`src/rtl/issue_alu_dispatch.sv`:
```
// Issue-side transmitter for the issue->ALU interface: a small FIFO of decoded ALU
// instructions, dispatched as single-cycle strobes spaced by the ALU occupancy.
module issue_alu_dispatch #(
    parameter int DEPTH         = 4,
    parameter int ALU_OCCUPANCY = 4
) (
    input  logic                       clk,
    input  logic                       rst,
    input  logic                       in_valid,
    output logic                       in_ready,
    input  logic                       in_flush,
    input  logic [5:0]                 in_wfid,
    input  logic [31:0]                in_instr_pc,
    input  logic [31:0]                in_opcode,
    input  logic [15:0]                in_imm_value0,
    input  logic [31:0]                in_imm_value1,
    input  logic [11:0]                in_dest1_addr,
    input  logic [11:0]                in_dest2_addr,
    output logic                       out_alu_select,
    output logic [5:0]                 out_wfid,
    output logic [31:0]                out_instr_pc,
    output logic [31:0]                out_opcode,
    output logic [15:0]                out_imm_value0,
    output logic [31:0]                out_imm_value1,
    output logic [11:0]                out_dest1_addr,
    output logic [11:0]                out_dest2_addr,
    output logic [$clog2(DEPTH):0]     out_count
);

    localparam int AW = $clog2(DEPTH);
    localparam int BW = (ALU_OCCUPANCY > 1) ? $clog2(ALU_OCCUPANCY) : 1;
    localparam int EW = 6 + 32 + 32 + 16 + 32 + 12 + 12;
    localparam logic [BW-1:0] BUSY_RELOAD = BW'(ALU_OCCUPANCY - 1);

    logic [EW-1:0] mem [DEPTH];
    logic [AW:0]   wr_ptr_reg, rd_ptr_reg;
    logic [AW:0]   wr_ptr_next, rd_ptr_next;
    logic [BW-1:0] busy_reg, busy_next;
    logic          full, empty, push, pop;
    logic [EW-1:0] wr_entry, head_entry;

    assign full  = (wr_ptr_reg[AW-1:0] == rd_ptr_reg[AW-1:0]) &&
                   (wr_ptr_reg[AW] != rd_ptr_reg[AW]);
    assign empty = (wr_ptr_reg == rd_ptr_reg);

    // Flush wins over both push and dispatch in the same cycle.
    assign push = in_valid && !full && !in_flush;
    assign pop  = !empty && (busy_reg == '0) && !in_flush;

    assign in_ready  = !full;
    assign out_count = wr_ptr_reg - rd_ptr_reg;

    assign wr_entry   = {in_wfid, in_instr_pc, in_opcode, in_imm_value0,
                         in_imm_value1, in_dest1_addr, in_dest2_addr};
    assign head_entry = mem[rd_ptr_reg[AW-1:0]];

    always_comb begin
        wr_ptr_next = wr_ptr_reg;
        rd_ptr_next = rd_ptr_reg;
        busy_next   = busy_reg;
        if (in_flush) begin
            rd_ptr_next = wr_ptr_reg;
        end else begin
            if (push) wr_ptr_next = wr_ptr_reg + (AW+1)'(1);
            if (pop)  rd_ptr_next = rd_ptr_reg + (AW+1)'(1);
        end
        // The occupancy countdown is independent of flush: the ALU is still busy.
        if (pop)
            busy_next = BUSY_RELOAD;
        else if (busy_reg != '0)
            busy_next = busy_reg - BW'(1);
    end

    always_ff @(posedge clk) begin
        if (rst && push)
            mem[wr_ptr_reg[AW-1:0]] <= wr_entry;
    end

    always_ff @(posedge clk) begin
        if (!rst) begin
            wr_ptr_reg     <= '0;
            rd_ptr_reg     <= '0;
            busy_reg       <= '0;
            out_alu_select <= 1'b0;
            out_wfid       <= '0;
            out_instr_pc   <= '0;
            out_opcode     <= '0;
            out_imm_value0 <= '0;
            out_imm_value1 <= '0;
            out_dest1_addr <= '0;
            out_dest2_addr <= '0;
        end else begin
            wr_ptr_reg     <= wr_ptr_next;
            rd_ptr_reg     <= rd_ptr_next;
            busy_reg       <= busy_next;
            out_alu_select <= pop;
            if (pop)
                {out_wfid, out_instr_pc, out_opcode, out_imm_value0,
                 out_imm_value1, out_dest1_addr, out_dest2_addr} <= head_entry;
        end
    end

endmodule
```
`config.mk`:
```
export PLATFORM = sky130hd
export DESIGN_NAME = issue_alu_dispatch
export DESIGN_NICKNAME = d
export VERILOG_FILES = /design/src/rtl/issue_alu_dispatch.sv
export SDC_FILE = /design/constraint.sdc
export NUM_CORES = 1
export LEC_CHECK = 0
export CAP_MARGIN = 20
export CORE_MARGIN = 2
export CORE_UTILIZATION = 57
export DETAILED_ROUTE_END_ITERATION = 12
export PLACE_DENSITY = 0.77
export SLEW_MARGIN = 30
export SYNTH_ARGS = -nofsm -noshare
export SYNTH_HDL_FRONTEND = slang
export SYNTH_SLANG_ARGS = --single-unit
```
`constraint.sdc`:
```
create_clock -name clk -period 7.5 [get_ports clk]
set_input_delay 0.75 -clock clk [delete_from_list [all_inputs] [get_ports clk]]
set_output_delay 0.75 -clock clk [all_outputs]
set_load 0.01 [all_outputs]
```
# --- Word-level counts from Yosys, hierarchy flattened ---
# Memories as Yosys holds them, arrays and structs flattened. A register that Yosys moved wholly into a read port is not among the register bits.
# Index checks and enable logic that the tools add are counted.
classes:
  add_sub_neg: 4
  eq_ne: 3
  n_mux: 6
  n_bitwise: 1
  reduce_logical: 15
op_table:
  columns: ["operator", "count"]
  rows:
  - ["adder 3 x 1 -> 3 bit (second input constant)", 2]
  - ["logical AND 1 bit", 6]
  - ["two-way mux 3 bit", 2]
  - ["nonzero test 2 bit", 3]
  - ["logical NOT 1 bit", 4]
  - ["two-way mux 2 bit", 2]
  - ["equality test 3 bit", 1]
  - ["subtractor 3 bit", 1]
  - ["equality test 2 bit", 1]
  - ["logical NOT 2 bit", 1]
  - ["two-way mux 1 bit", 2]
  - ["AND reduction 2 bit", 1]
  - ["subtractor 2 x 1 -> 2 bit (second input constant)", 1]
  - ["!= test 1 bit", 1]
  - ["inverter 1 bit", 1]
word_totals:
  reg_bits: 9
  mem_bits_rw: 568
  n_memories: 1
mem_list:
  columns: ["name", "depth", "width", "read_ports", "rd_ports_with_merged_regs", "wr", "line_no", "rtl"]
  rows:
  - ["mem", 4, 142, 1, 1, 1, "35", "logic [EW-1:0] mem [DEPTH];"]

# --- Depth between registers and ports, before layout ---
depth:
  depth_word: 8
  depth_mapped: 11

# --- Worst setup path after synthesis ---
# Ideal clock, no wire load.
synth_timing:
  kind: "reg-to-reg"
  startpoint: "register rd_ptr_reg[1]"
  endpoint: "memory mem[0][0] (netlist name) (enable)"
  setup_time_ps: 519
  arrival_ps: 5262
  slack_ps: 1719
  stages_incl_launch_ff: 10
  path_buffers: 4
  synth_period_minus_slack_ps: 5781
  path_cell_list: "dfxtp_1 > buf_2 > buf_2 > buf_2 > inv_1 > ha_1 > and2_1 > clkbuf_1 > a21oi_1 > and3_1"
synth_between:
  elab_chain_cells: 8
synth_lines:
  columns: ["element", "line_no", "rtl"]
  rows:
  - ["start, declared", "36", "logic [AW:0] wr_ptr_reg, rd_ptr_reg;"]
  - ["start signal, assigned", "94", "rd_ptr_reg <= rd_ptr_next;"]
  - ["equality test 2 bit", "42", "assign full = (wr_ptr_reg[AW-1:0] == rd_ptr_reg[AW-1:0]) &&"]
  - ["logical AND 1 bit", "42", null]
  - ["logical NOT 1 bit", "47", "assign push = in_valid && !full && !in_flush;"]
  - ["logical AND 1 bit (2 in a row)", "47", null]
  - ["logical AND 1 bit", "75", "if (rst && push)"]
  - ["two-way mux 1 bit", "75", null]
  - ["two-way mux 1 bit (not written as such)", "76", "mem[wr_ptr_reg[AW-1:0]] <= wr_entry;"]
  - ["end, declared", "35", null]
# No other way between the ends.

# --- Final worst setup path ---
layout_timing:
  startpoint: "register rd_ptr_reg[0]"
  endpoint: "memory mem[0][117] (netlist name) (enable)"
# The elaborated chain is that of the path after synthesis.

==> impl_summary.md <==
CTS
The buffer cell driving the clock tree root is sky130_fd_sc_hd__clkbuf_16. The post-cts gate resize count is 0. Clock tree synthesis found a total of 719 sinks. The H-tree was split into 3 levels.

The clock-pin slew on the worst setup and hold paths is 0.06 ns. The clock passes through at most 3 buffers. The setup fix buffers added after clock tree synthesis is 0. The TritonCTS buffer count is 72. For the worst-skew pair, the clock arrives at the later sink with an insertion delay of 0.61 ns. After clock tree synthesis, the flow added hold-fix buffers numbering 0. The clock tree from TritonCTS is built.

Placement
The detailed placement HPWL is 36,200 um. The worst setup timing slack at the placement stage is 3.13 ns. The final estimated routing congestion in global placement is 0.755.

After detailed placement, the total cell area comes to 31,800 um^2. The count of input and output buffers is 292.

Synthesis
The share of synthesized area occupied by flip-flops and latches is 0.702. The biggest area contributor in the post-synthesis netlist is sky130_fd_sc_hd__edfxtp_1. When the netlist entered floorplanning its net count stood at 1,828. The number of synthesized flops with an enable pin is 568. The number of synthesized register bits is 719. The share of synthesized area in the top cell type comes to 0.597. Sorting the synthesized cells by area gives the leading types as sky130_fd_sc_hd__edfxtp_1 60%, sky130_fd_sc_hd__mux4_2 11%, sky130_fd_sc_hd__dfxtp_1 11%. The most common cell in the synthesized netlist is sky130_fd_sc_hd__edfxtp_1. In the synthesized netlist, the cells that appear most often are 568 x sky130_fd_sc_hd__edfxtp_1, 225 x sky130_fd_sc_hd__o211ai_1, 151 x sky130_fd_sc_hd__dfxtp_1. Counting flops with an async set or reset pin after synthesis yields a share of 0. The most used flip-flop cell after synthesis is sky130_fd_sc_hd__edfxtp_1. The synthesized area divided by synthesized cell count is 17.1 um^2. Yosys printed 0 warnings. The synthesized instance count is 1,673. Yosys mapped the design onto 38 distinct sky130hd cell types. The synthesized cell area is 28,600 um^2.

Critical path
The startpoint class of the critical path is a flop. The count of buffer and inverter cells on the critical path is 2. The slack of the worst reg-to-reg path is 3.15 ns. The delay contributed by the slowest stage of the critical path is 0.94 ns.

The slowest stage of the critical path is the sky130_fd_sc_hd__dfxtp_4 cell. The type of the setup path with the least slack is reg -> reg. The kind of cell with the highest combined delay on the critical path is simple AND/OR/NAND/NOR gates. The type of destination of the critical path is a flop. The maximum fanout along the worst path is 86.

The critical path goes through ha_1 -> and2_4 -> buf_12 -> a21oi_1 -> and3_4 -> buf_12. The cell that appears most often on the critical path is sky130_fd_sc_hd__buf_12. For the worst setup path, the data required time is 7.74 ns. For the worst setup path, the data arrival time is 4.59 ns.

Power and ir drop
For this design the ratio of total power to cell area is 306 nW/um^2. Summed over all cells, the static leakage comes to 11.0 nW. The maximum vdd ir drop is 0.000218 V.

Floorplanning
The count of boundary I/O pins is 293. The floorplan step set the die height to 228 um. The starting density of the core is 0.573.

Row generation in the floorplan step produced 82 rows. The floorplan step set the die width to 228 um. The die covers 52,000 um^2.

The region available for standard cell placement spans 49,900 um^2.

Global routing
Entering global routing, the biggest net connects 148 pins. For this run, the total global-route usage over all layers was measured as 0.258. The global-route wire length before repair is 104,000 um. For this run the aggregate overflow at the end of global routing stands at 0. The via count of the first global-routing pass was 17,021. The number of antenna violations at the first check in global routing is 21.

Route
The first-pass iteration count of the detailed router is 7. Dividing the detail-routed wire length by the instance count gives 25.6 um. Across all layers, the routed design uses 17,222 vias.

For this run, design rule violations remaining after detail routing come to 0. The DRC violation total after the first TritonRoute iteration is 1,825. The count of nets left with antenna violations once routing finished came out at 0.

The vias per cell is 6.55. The final wirelength is 67,400 um.

Flow run
The number of violations of the max-capacitance limit is 0.

Timing
Dividing the final minimum period by the clock period gives 0.579. In the final timing run, aggregate negative setup slack is 0 ns. The number of endpoints failing setup at the final stage is 0. The maximum clock skew at final layout is 0.0239 ns. Timing would allow up to 230 MHz. The worst path needs 4.35 ns of the cycle, external delays included. Headroom to the max-slew limit came out at 0.316. The number of pins with negative max-slew slack in the final report came to 0. Setup repair after global routing left no endpoint under its margin. The hold violation total from the final report was 0. The transition at the pin with the smallest max-transition slack is 1.03 ns. After layout, the worst setup slack is 3.15 ns.

Layout
Summing all non-filler instances in the final layout gives an area of 34,200 um^2. The number of flip-flops in the largest register is 568. The net count of the finished layout is 2,040. The fill cell total of the finished layout is 3,289.

Measured on the finished design, the core utilization comes to 0.687. In the final layout, the share of cells above drive strength 1 is 0.173. The synthesis-to-layout area growth is 19.8%.

Run status
The flow ran to the end, and the final reports show no timing, DRC or antenna violations.

Hold path
The tightest min-delay check is of the reg -> reg type.
## area by class of cell
class | count | area (um^2) | share of cell area
clock inverter | 24 | 226 | 0.00661
timing repair buffer | 316 | 3200 | 0.0934
sequential | 719 | 20100 | 0.586
clock buffer | 110 | 2110 | 0.0617
multi-input combinational | 766 | 7710 | 0.225
inverter | 10 | 40.0 | 0.00117
tap | 672 | 841 | 0.0245
antenna | 14 | 35.0 | 0.00102
## per-stage QoR
stage / power, mW / hold slack (ns) / std cells
3_3_place_gp: 6.94 / 0.448 / 2481
2_1_floorplan: 6.06 / 0.439 / 1673
6_report: 10.5 / 0.478 / 2631
3_5_place_dp: 6.99 / 0.466 / 2481
5_1_grt: 10.8 / 0.495 / 2627
4_1_cts: 10.5 / 0.476 / 2615
## routing by layer
metal	wire, um	track usage	vias to the layer above
li1	-	-	7455
met1	27000	0.362	8774
met2	31900	0.397	838
met3	6160	0.0584	139
met4	2220	0.107	16
met5	99	0	-
## worst paths after layout
path | cells past startpoint | end | start
worst max-delay path | 6 | mem[0][117]$_DFFE_PP_ | rd_ptr_reg[0]$_SDFFE_PN0P_
worst min-delay path | 2 | busy_reg[1]$_SDFFE_PN0P_ | busy_reg[1]$_SDFFE_PN0P_
worst max register to register | 6 | mem[0][117]$_DFFE_PP_ | rd_ptr_reg[0]$_SDFFE_PN0P_
worst min register to register | 2 | busy_reg[1]$_SDFFE_PN0P_ | busy_reg[1]$_SDFFE_PN0P_
## worst min-delay path: stages (launching register included)
cell                      delay (ns)
sky130_fd_sc_hd__dfxtp_1        0.30
sky130_fd_sc_hd__inv_1          0.06
sky130_fd_sc_hd__a31oi_1        0.07
## power by group
part	leakage, nW	switching, mW	internal, mW
Combinational	3.46	1.19	0.918
Clock	1.14	1.47	2.09
Sequential	6.36	0.249	4.57
## placed cells by master, fill, tap and decap left out, types with 9 or more instances in the layout
master | synthesis | final
sky130_fd_sc_hd__edfxtp_1 | 568 | 568
sky130_fd_sc_hd__clkdlybuf4s50_1 | 0 | 290
sky130_fd_sc_hd__o211ai_1 | 225 | 225
sky130_fd_sc_hd__dfxtp_1 | 151 | 149
sky130_fd_sc_hd__nand4_1 | 143 | 143
sky130_fd_sc_hd__nand3_1 | 143 | 143
sky130_fd_sc_hd__mux4_2 | 142 | 142
sky130_fd_sc_hd__clkbuf_16 | 0 | 78
sky130_fd_sc_hd__o211ai_2 | 59 | 59
sky130_fd_sc_hd__clkbuf_1 | 107 | 28
sky130_fd_sc_hd__buf_4 | 11 | 16
sky130_fd_sc_hd__diode_2 | 0 | 14
sky130_fd_sc_hd__inv_1 | 10 | 9
sky130_fd_sc_hd__clkinv_1 | 0 | 9
## logic make-up after synthesis
| family | share of synthesized area |
|---|---|
| DFF | 0.702 |
| buffers and inverters | 0.0302 |
| muxes | 0.113 |
| adders and majority gates | 0.00420 |
| AOI/OAI and AO/OA | 0.0884 |
| and+or+nand+nor | 0.0608 |
| xor gates and xnor gates | 0.00123 |
Power figures use the tool's default switching activity.
